===== src/rtl/spbram_ring_fifo_pkg.sv =====
// Shared types and helpers for the single-port BRAM ring FIFO.
package spbram_ring_fifo_pkg;

  // Fetch FSM state encoding.
  typedef enum logic [0:0] {
    FetchIdle = 1'b0,
    FetchReq  = 1'b1
  } fetch_state_e;

  // Width of the occupancy count: BRAM words plus the holding and output registers.
  function automatic int unsigned count_width(input int unsigned depth_log2);
    return depth_log2 + 2;
  endfunction

  // Word address of a region slot; the pointer arrives already zero-extended.
  function automatic logic [31:0] region_addr(input logic [31:0] base, input logic [31:0] ptr);
    return base + ptr;
  endfunction

endpackage


===== src/rtl/spbram_ring_fifo_fetch.sv =====
// Read side of the ring FIFO: fetch FSM, read pointer and the one-entry output register.
module spbram_ring_fifo_fetch
  import spbram_ring_fifo_pkg::*;
#(
  parameter int unsigned DEPTH_LOG2 = 9,
  parameter logic [31:0] BASE_ADDR  = 32'h0,
  parameter int unsigned DATA_WIDTH = 32
) (
  input  logic                  iClock,
  input  logic                  iReset,
  input  logic                  word_avail,  // committed word present, or committing this cycle
  input  logic                  pop_ready,
  output logic [DATA_WIDTH-1:0] pop_data,
  output logic                  pop_valid,
  output logic [31:0]           read_addr,
  output logic                  read_valid,
  input  logic                  read_ack,
  input  logic [DATA_WIDTH-1:0] read_data,
  output logic                  fetch_done
);

  fetch_state_e          state_q, state_d;
  logic [DEPTH_LOG2-1:0] rd_ptr_q;
  logic [DATA_WIDTH-1:0] data_q;
  logic                  valid_q;
  logic                  pop_fire;

  assign pop_fire  = valid_q && pop_ready;
  assign pop_data  = data_q;
  assign pop_valid = valid_q;
  // Address is forced to zero while idle so every output reads 0 straight after reset.
  assign read_addr = read_valid ? region_addr(BASE_ADDR, 32'(rd_ptr_q)) : 32'h0;

  // Next state: request a word only when the output register is (or is becoming) free.
  always_comb begin
    state_d    = state_q;
    read_valid = 1'b0;
    fetch_done = 1'b0;
    unique case (state_q)
      FetchIdle: begin
        if (word_avail && (!valid_q || pop_fire)) begin
          state_d = FetchReq;
        end
      end
      FetchReq: begin
        read_valid = 1'b1;
        if (read_ack) begin
          fetch_done = 1'b1;
          state_d    = FetchIdle;
        end
      end
      default: state_d = FetchIdle;
    endcase
  end

  // State, read pointer and output register; a request is entered only with the register empty,
  // so a completing fetch never coincides with a pop.
  always_ff @(posedge iClock) begin
    if (iReset) begin
      state_q  <= FetchIdle;
      rd_ptr_q <= '0;
      data_q   <= '0;
      valid_q  <= 1'b0;
    end else begin
      state_q <= state_d;
      if (fetch_done) begin
        data_q   <= read_data;
        valid_q  <= 1'b1;
        rd_ptr_q <= rd_ptr_q + 1'b1;
      end else if (pop_fire) begin
        valid_q <= 1'b0;
      end
    end
  end

endmodule


===== src/rtl/spbram_ring_fifo.sv =====
// Ring-buffer FIFO in a single-port BRAM region behind the BRAM arbitration controller.
// Optional statistics outputs (oHighWater, oPushStall) under SPBRAM_RING_FIFO_STATS_EN.
module spbram_ring_fifo
  import spbram_ring_fifo_pkg::*;
#(
  parameter int unsigned DEPTH_LOG2 = 9,
  parameter logic [31:0] BASE_ADDR  = 32'h0,
  parameter int unsigned DATA_WIDTH = 32
) (
  input  logic                                iClock,
  input  logic                                iReset,
  input  logic [DATA_WIDTH-1:0]               iPushData,
  input  logic                                iPushValid,
  output logic                                oPushReady,
  output logic [DATA_WIDTH-1:0]               oPopData,
  output logic                                oPopValid,
  input  logic                                iPopReady,
  output logic [count_width(DEPTH_LOG2)-1:0]  oCount,
  output logic [31:0]                         oMemWriteAddress,
  output logic [DATA_WIDTH-1:0]               oMemWriteData,
  output logic                                oMemWriteValid,
  input  logic                                iMemWriteAck,
  output logic [31:0]                         oMemReadAddress,
  input  logic [DATA_WIDTH-1:0]               iMemReadData,
  output logic                                oMemReadValid,
  input  logic                                iMemReadAck
`ifdef SPBRAM_RING_FIFO_STATS_EN
  ,
  output logic [count_width(DEPTH_LOG2)-1:0]  oHighWater,
  output logic                                oPushStall
`endif
);

  localparam int unsigned CW = count_width(DEPTH_LOG2);
  localparam int unsigned MW = DEPTH_LOG2 + 1;
  localparam logic [MW-1:0] SLOTS = {1'b1, {DEPTH_LOG2{1'b0}}};

  logic                  w_pend_q;
  logic [DATA_WIDTH-1:0] w_data_q;
  logic [31:0]           w_addr_q;
  logic [DEPTH_LOG2-1:0] wr_ptr_q;
  logic [DEPTH_LOG2-1:0] wr_slot;
  logic [MW-1:0]         mem_cnt_q, mem_cnt_d;
  logic                  w_ack_now;
  logic                  push_ready;
  logic                  push_fire;
  logic                  fetch_done;
  logic                  pop_valid;
  logic [CW-1:0]         count;

  assign w_ack_now = w_pend_q && iMemWriteAck;
  // A pending write already owns a BRAM slot (its ack only moves it into mem_cnt), so both
  // count against capacity; otherwise a push could overwrite an unread word.
  assign push_ready = !iReset && (!w_pend_q || iMemWriteAck)
                      && ((mem_cnt_q + MW'(w_pend_q)) < SLOTS);
  assign push_fire  = iPushValid && push_ready;
  // A push accepted in the ack cycle targets the slot after the one being committed.
  assign wr_slot    = w_ack_now ? wr_ptr_q + 1'b1 : wr_ptr_q;

  assign oPushReady       = push_ready;
  assign oMemWriteValid   = w_pend_q;
  assign oMemWriteAddress = w_addr_q;
  assign oMemWriteData    = w_data_q;
  assign oPopValid        = pop_valid;
  assign count            = CW'(mem_cnt_q) + CW'(w_pend_q) + CW'(pop_valid);
  assign oCount           = count;

  // Committed-word count: write ack adds, completed fetch removes, both together cancel.
  always_comb begin
    mem_cnt_d = mem_cnt_q;
    if (w_ack_now && !fetch_done) begin
      mem_cnt_d = mem_cnt_q + 1'b1;
    end else if (!w_ack_now && fetch_done) begin
      mem_cnt_d = mem_cnt_q - 1'b1;
    end
  end

  // Write stage: holding register, write pointer and committed count.
  always_ff @(posedge iClock) begin
    if (iReset) begin
      w_pend_q  <= 1'b0;
      w_data_q  <= '0;
      w_addr_q  <= '0;
      wr_ptr_q  <= '0;
      mem_cnt_q <= '0;
    end else begin
      if (w_ack_now) begin
        wr_ptr_q <= wr_ptr_q + 1'b1;
      end
      if (push_fire) begin
        w_pend_q <= 1'b1;
        w_data_q <= iPushData;
        w_addr_q <= region_addr(BASE_ADDR, 32'(wr_slot));
      end else if (w_ack_now) begin
        w_pend_q <= 1'b0;
      end
      mem_cnt_q <= mem_cnt_d;
    end
  end

  spbram_ring_fifo_fetch #(
    .DEPTH_LOG2 (DEPTH_LOG2),
    .BASE_ADDR  (BASE_ADDR),
    .DATA_WIDTH (DATA_WIDTH)
  ) u_fetch (
    .iClock     (iClock),
    .iReset     (iReset),
    .word_avail ((mem_cnt_q != '0) || w_ack_now),
    .pop_ready  (iPopReady),
    .pop_data   (oPopData),
    .pop_valid  (pop_valid),
    .read_addr  (oMemReadAddress),
    .read_valid (oMemReadValid),
    .read_ack   (iMemReadAck),
    .read_data  (iMemReadData),
    .fetch_done (fetch_done)
  );

`ifdef SPBRAM_RING_FIFO_STATS_EN
  logic [CW-1:0] high_q;

  assign oHighWater = (count > high_q) ? count : high_q;
  assign oPushStall = !iReset && iPushValid && !push_ready;

  // Running maximum of the occupancy since reset.
  always_ff @(posedge iClock) begin
    if (iReset) begin
      high_q <= '0;
    end else begin
      high_q <= oHighWater;
    end
  end
`endif

endmodule


===== config.mk =====
export PLATFORM = sky130hd
export DESIGN_NAME = spbram_ring_fifo
export DESIGN_NICKNAME = d
export VERILOG_FILES = /design/src/rtl/spbram_ring_fifo_pkg.sv /design/src/rtl/spbram_ring_fifo_fetch.sv /design/src/rtl/spbram_ring_fifo.sv
export SDC_FILE = /design/constraint.sdc
export NUM_CORES = 1
export LEC_CHECK = 0
export CAP_MARGIN = 20
export CORE_MARGIN = 2
export CORE_UTILIZATION = 43
export DETAILED_ROUTE_END_ITERATION = 8
export GPL_TIMING_DRIVEN = 0
export MAX_ROUTING_LAYER = met4
export PLACE_DENSITY = 0.81
export SYNTH_ARGS = -nofsm -noshare
export SYNTH_HDL_FRONTEND = slang
export SYNTH_SLANG_ARGS = --single-unit

===== constraint.sdc =====
create_clock -name iClock -period 4.15 [get_ports iClock]
set_input_delay 0.6225 -clock iClock [delete_from_list [all_inputs] [get_ports iClock]]
set_output_delay 0.6225 -clock iClock [all_outputs]
set_load 0.01 [all_outputs]

==> run_results.csv <==
group,metric,value,unit
run_status,run_status,"completed",
placement,dp_hpwl,9720,um
placement,dp.cells,962,
job,maxCapViolations,0,
worst_setup_path,critPathMaxFanout,10,
timing,rsz0062_at_grt,"false",
yosys,synth-edff-count,0,
yosys,syn-cell-area,0.00492,sq mm
yosys,synth_top_area_cell,"dfxtp_1",
worst_setup_path,cp_slowest_cell,"clkdlybuf4s50_1",
timing,min_period_over_period,93.2,%
detailed_routing,ant_nets,0,
grt,grtUsageTotal,21.0,%
detailed_routing,post_drt_wl_per_cell,13.0,um
worst_setup_path,arrival,4.09,ns
worst_setup_path,regToRegSetupSlack,0.56,ns
yosys,syn_inst,608,
detailed_routing,drt_first_pass_iters,5,
detailed_routing,vias_per_cell,4.74,
power_and_ir_drop,p_per_area,447,mW/mm^2
cells_and_area,synthToLayoutAreaGrowth,46.6,%
cells_and_area,final_cells,977,
worst_setup_path,required,4.37,ns
grt,grt-ovfl-total,0,
worst_setup_path,reg2reg_to,"mem_cnt_q[5]$_SDFFE_PP0P_",
cells_and_area,finalInstanceArea,0.00721,sq mm
worst_setup_path,path_common_cell,"ha_1",
detailed_routing,drt_iter0_drc,203,
timing,hold_viol,0,
worst_setup_path,critPathCaptureType,"register",
yosys,ys_seq_area_share,42.4,%
cells_and_area,diodes,0,
grt,grt_pass1_vias,4310,
worst_setup_path,worstSetupPathType,"input pin to register",
yosys,synth_cell_types,54,
grt,antenna_found_initial,0,
yosys,async_flop_share,0,%
detailed_routing,num_vias,4627,
die,rows,39,
clocking,cts_root_buffer,"clkbuf_16",
clocking,insertion_delay,0.33,ns
timing,skew,0.0126,ns
timing,slew_violations,0,
detailed_routing,remaining_drc_errors,0,
placement,routabilityCongestion,0.909,
yosys,syn_avg_cell_area,8.09,sq um
worst_setup_path,slowest_delay,0.50,ns
cells_and_area,drive_above_1_share,10.4,%
yosys,netlist_top_cells_area,"dfxtp_1 42%, nand2_1 11%, a21oi_1 7.8%",
power_and_ir_drop,total_power,3220,uW
clocking,clkTransAtPathRegs,0.07,ns
worst_setup_path,crit_family,"buffers and inverters",
worst_setup_path,r2r.worst_path.cells,12,
yosys,synth_ff_type,"dfxtp_1",
worst_setup_path,cp-start-kind,"input pin",
timing,setup_viol,0,
worst_hold_path,hold_end,"u_fetch.pop_data[6]$_SDFFE_PP0P_",
timing,max_clock_freq,258,MHz
cells_and_area,nets,914,
yosys,synth_top_area_share,42.4,%
detailed_routing,wirelength,12700,um
worst_setup_path,reg2reg_from,"u_fetch.state_q$_SDFF_PP0_",
placement,placed_cell_area,0.00693,sq mm
timing,worst_pin_slew,0.641,ns
clocking,cts_made_buffers,9,
die,die_y,111,um
clocking,cts-hold-fix-buffers,0,
worst_setup_path,crit_buf_inv,5,
worst_setup_path,crit_start,"iMemReadAck",
yosys,synth-seq-cells,104,
die,fp.dieW,111,um
timing,min_period,3.87,ns
power_and_ir_drop,power.leakage,0.00284,uW
worst_hold_path,min_path_cells,2,
die,die_area,0.0123,sq mm
placement,io_buffer_count,166,
die,initial_core_util,43.6,%
clocking,cts_tree,"yes",
yosys,yosysWarnings,0,
grt,grt_max_degree,19,
timing,relSlewSlack,57.3,%
worst_setup_path,critical_path.cell_chain,"clkdlybuf4s50_1, and2_1, buf_2, clkinv_1, clkbuf_2, ha_1, inv_1, ha_1, a211oi_2, o21bai_1, a21oi_1, nor4_1, or3_1",
die,core-area,0.0113,sq mm
die,io_pins,213,
worst_hold_path,hp-class,"register to register",
power_and_ir_drop,ir_drop,289,uV
worst_hold_path,min_from,"u_fetch.pop_data[6]$_SDFFE_PP0P_",
clocking,ctsHtreeMaxLevel,3,
clocking,clock_path_buffers,2,
clocking,cts_num_sinks,104,
grt,grt_pass1_wl,20800,um
sequential cells by signal, summed over array words and instances (netlist names):
register           flops
oMemWriteValid         1
u_fetch.pop_data      32
oMemWriteData         32
u_fetch.rd_ptr_q       9
oMemWriteAddress       9
mem_cnt_q             10
u_fetch.pop_valid      1
wr_ptr_q               9
u_fetch.state_q        1
worst reg2reg max path, cell delays in order (launching register included):
cell and delay, ns:
dfxtp_1 0.48, and2_1 0.20, buf_2 0.21, clkinv_1 0.22, clkbuf_2 0.29, ha_1 0.34, inv_1 0.29, ha_1 0.33
a211oi_2 0.30, o21bai_1 0.14, a21oi_1 0.25, nor4_1 0.06, or3_1 0.37
repair_timing:
item | CTS | global route
setup endpoints to repair | 0 | 3
buffers inserted | 0 | 0
gates resized for setup | 0 | 3
synth_stat cells (4+ instances only):
cell type,n
a211oi_2,8
a21oi_1,77
and2_1,10
and3_1,4
buf_2,6
buf_4,48
clkbuf_1,22
dfxtp_1,104
ha_1,12
inv_1,13
nand2_1,147
nand3_1,9
nand4_1,12
nor2_1,43
nor3_1,6
nor4_1,4
o21a_1,5
o21ai_0,6
or3_1,4
xnor2_1,7
xor2_1,17
worst max-delay path by stage:
stage | to | slack [ns] | cells after the start
after floorplan | mem_cnt_q[5]$_SDFFE_PP0P_ | 0.94 | 12
after global placement | mem_cnt_q[5]$_SDFFE_PP0P_ | -0.21 | 13
after CTS | mem_cnt_q[5]$_SDFFE_PP0P_ | 0.12 | 13
final | mem_cnt_q[5]$_SDFFE_PP0P_ | 0.28 | 13
after detailed placement | mem_cnt_q[5]$_SDFFE_PP0P_ | -0.21 | 13
after global routing | mem_cnt_q[5]$_SDFFE_PP0P_ | 0.005 | 13
where the power goes:
part | internal [uW] | switching [uW] | leakage (uW)
logic | 585 | 615 | 0.00186
clock network | 413 | 386 | 0.000137
registers | 1110 | 105 | 0.000847
total | 2110 | 1110 | 0.00284
stage by stage:
| stage | util [%] | setup TNS [ns] | setup WS, ns | hold WS [ns] |
|---|---|---|---|---|
| final | 63.9 | 0 | 0.281 | 0.453 |
| after global routing | 63.9 | 0 | 0.00536 | 0.474 |
| after CTS | 63.9 | 0 | 0.121 | 0.455 |
| after detailed placement | 61.4 | -0.301 | -0.207 | 0.445 |
| after global placement | 61.4 | -0.278 | -0.209 | 0.441 |
| after floorplan | - | 0 | 0.942 | 0.458 |
layout make-up:
| class | count | area (sq um) |
|---|---|---|
| fill | 971 | 4070 |
| multi-input combinational | 455 | 2440 |
| sequential | 104 | 2080 |
| timing repair buffer | 166 | 1660 |
| buffer | 80 | 515 |
| clock buffer | 9 | 225 |
| tap | 143 | 179 |
| inverter | 14 | 52.6 |
| clock inverter | 6 | 48.8 |
cell families (layout without fill, tap and decap cells):
group                    count (synthesis)  in the layout  synth area share, %
adder cells (fa/ha/maj)                 14             14                 3.87
other                                    1             46               0.0763
buffers and inverters                   94            275                 11.5
AO/OA/AOI/OAI                          113            113                 13.9
XOR/XNOR                                24             24                 4.28
AND/OR/NAND/NOR                        254            254                 23.0
flip-flops                             104            104                 42.4
multiplexers                             4              4                0.942
routing by layer:
layer | track usage (%) | wire, um | vias up | part of all wire, %
met1 | 25.6 | 5510 | 2105 | 43
met2 | 36.2 | 6410 | 137 | 50
met4 | 4.33 | 70 | 0 | 0.55
met5 | - | 0 | - | 0
met3 | 4.16 | 734 | 6 | 5.8
li1 | - | - | 2379 | -
layout by cell type, fill, tap and decap left out, drive strengths merged, types with 3 or more instances in the layout:
| cell type | Yosys | routed |
|---|---|---|
| clkdlybuf4s50 | 0 | 166 |
| nor2 | 43 | 43 |
| dfxtp | 104 | 104 |
| and2 | 10 | 10 |
| xor2 | 17 | 17 |
| nor3 | 7 | 7 |
| or3 | 4 | 4 |
| a21oi | 77 | 77 |
| clkinv | 1 | 3 |
| o21a | 5 | 5 |
| nor2b | 3 | 3 |
| nor4 | 4 | 4 |
| nand2 | 147 | 147 |
| xnor2 | 7 | 7 |
| inv | 13 | 17 |
| a31oi | 3 | 3 |
| and3 | 4 | 4 |
| ha | 12 | 12 |
| buf | 58 | 58 |
| nand3 | 9 | 9 |
| o21ai | 6 | 6 |
| conb | 1 | 46 |
| a211oi | 11 | 11 |
| nand4 | 13 | 13 |
| clkbuf | 22 | 31 |
Power figures use the tool's default switching activity.
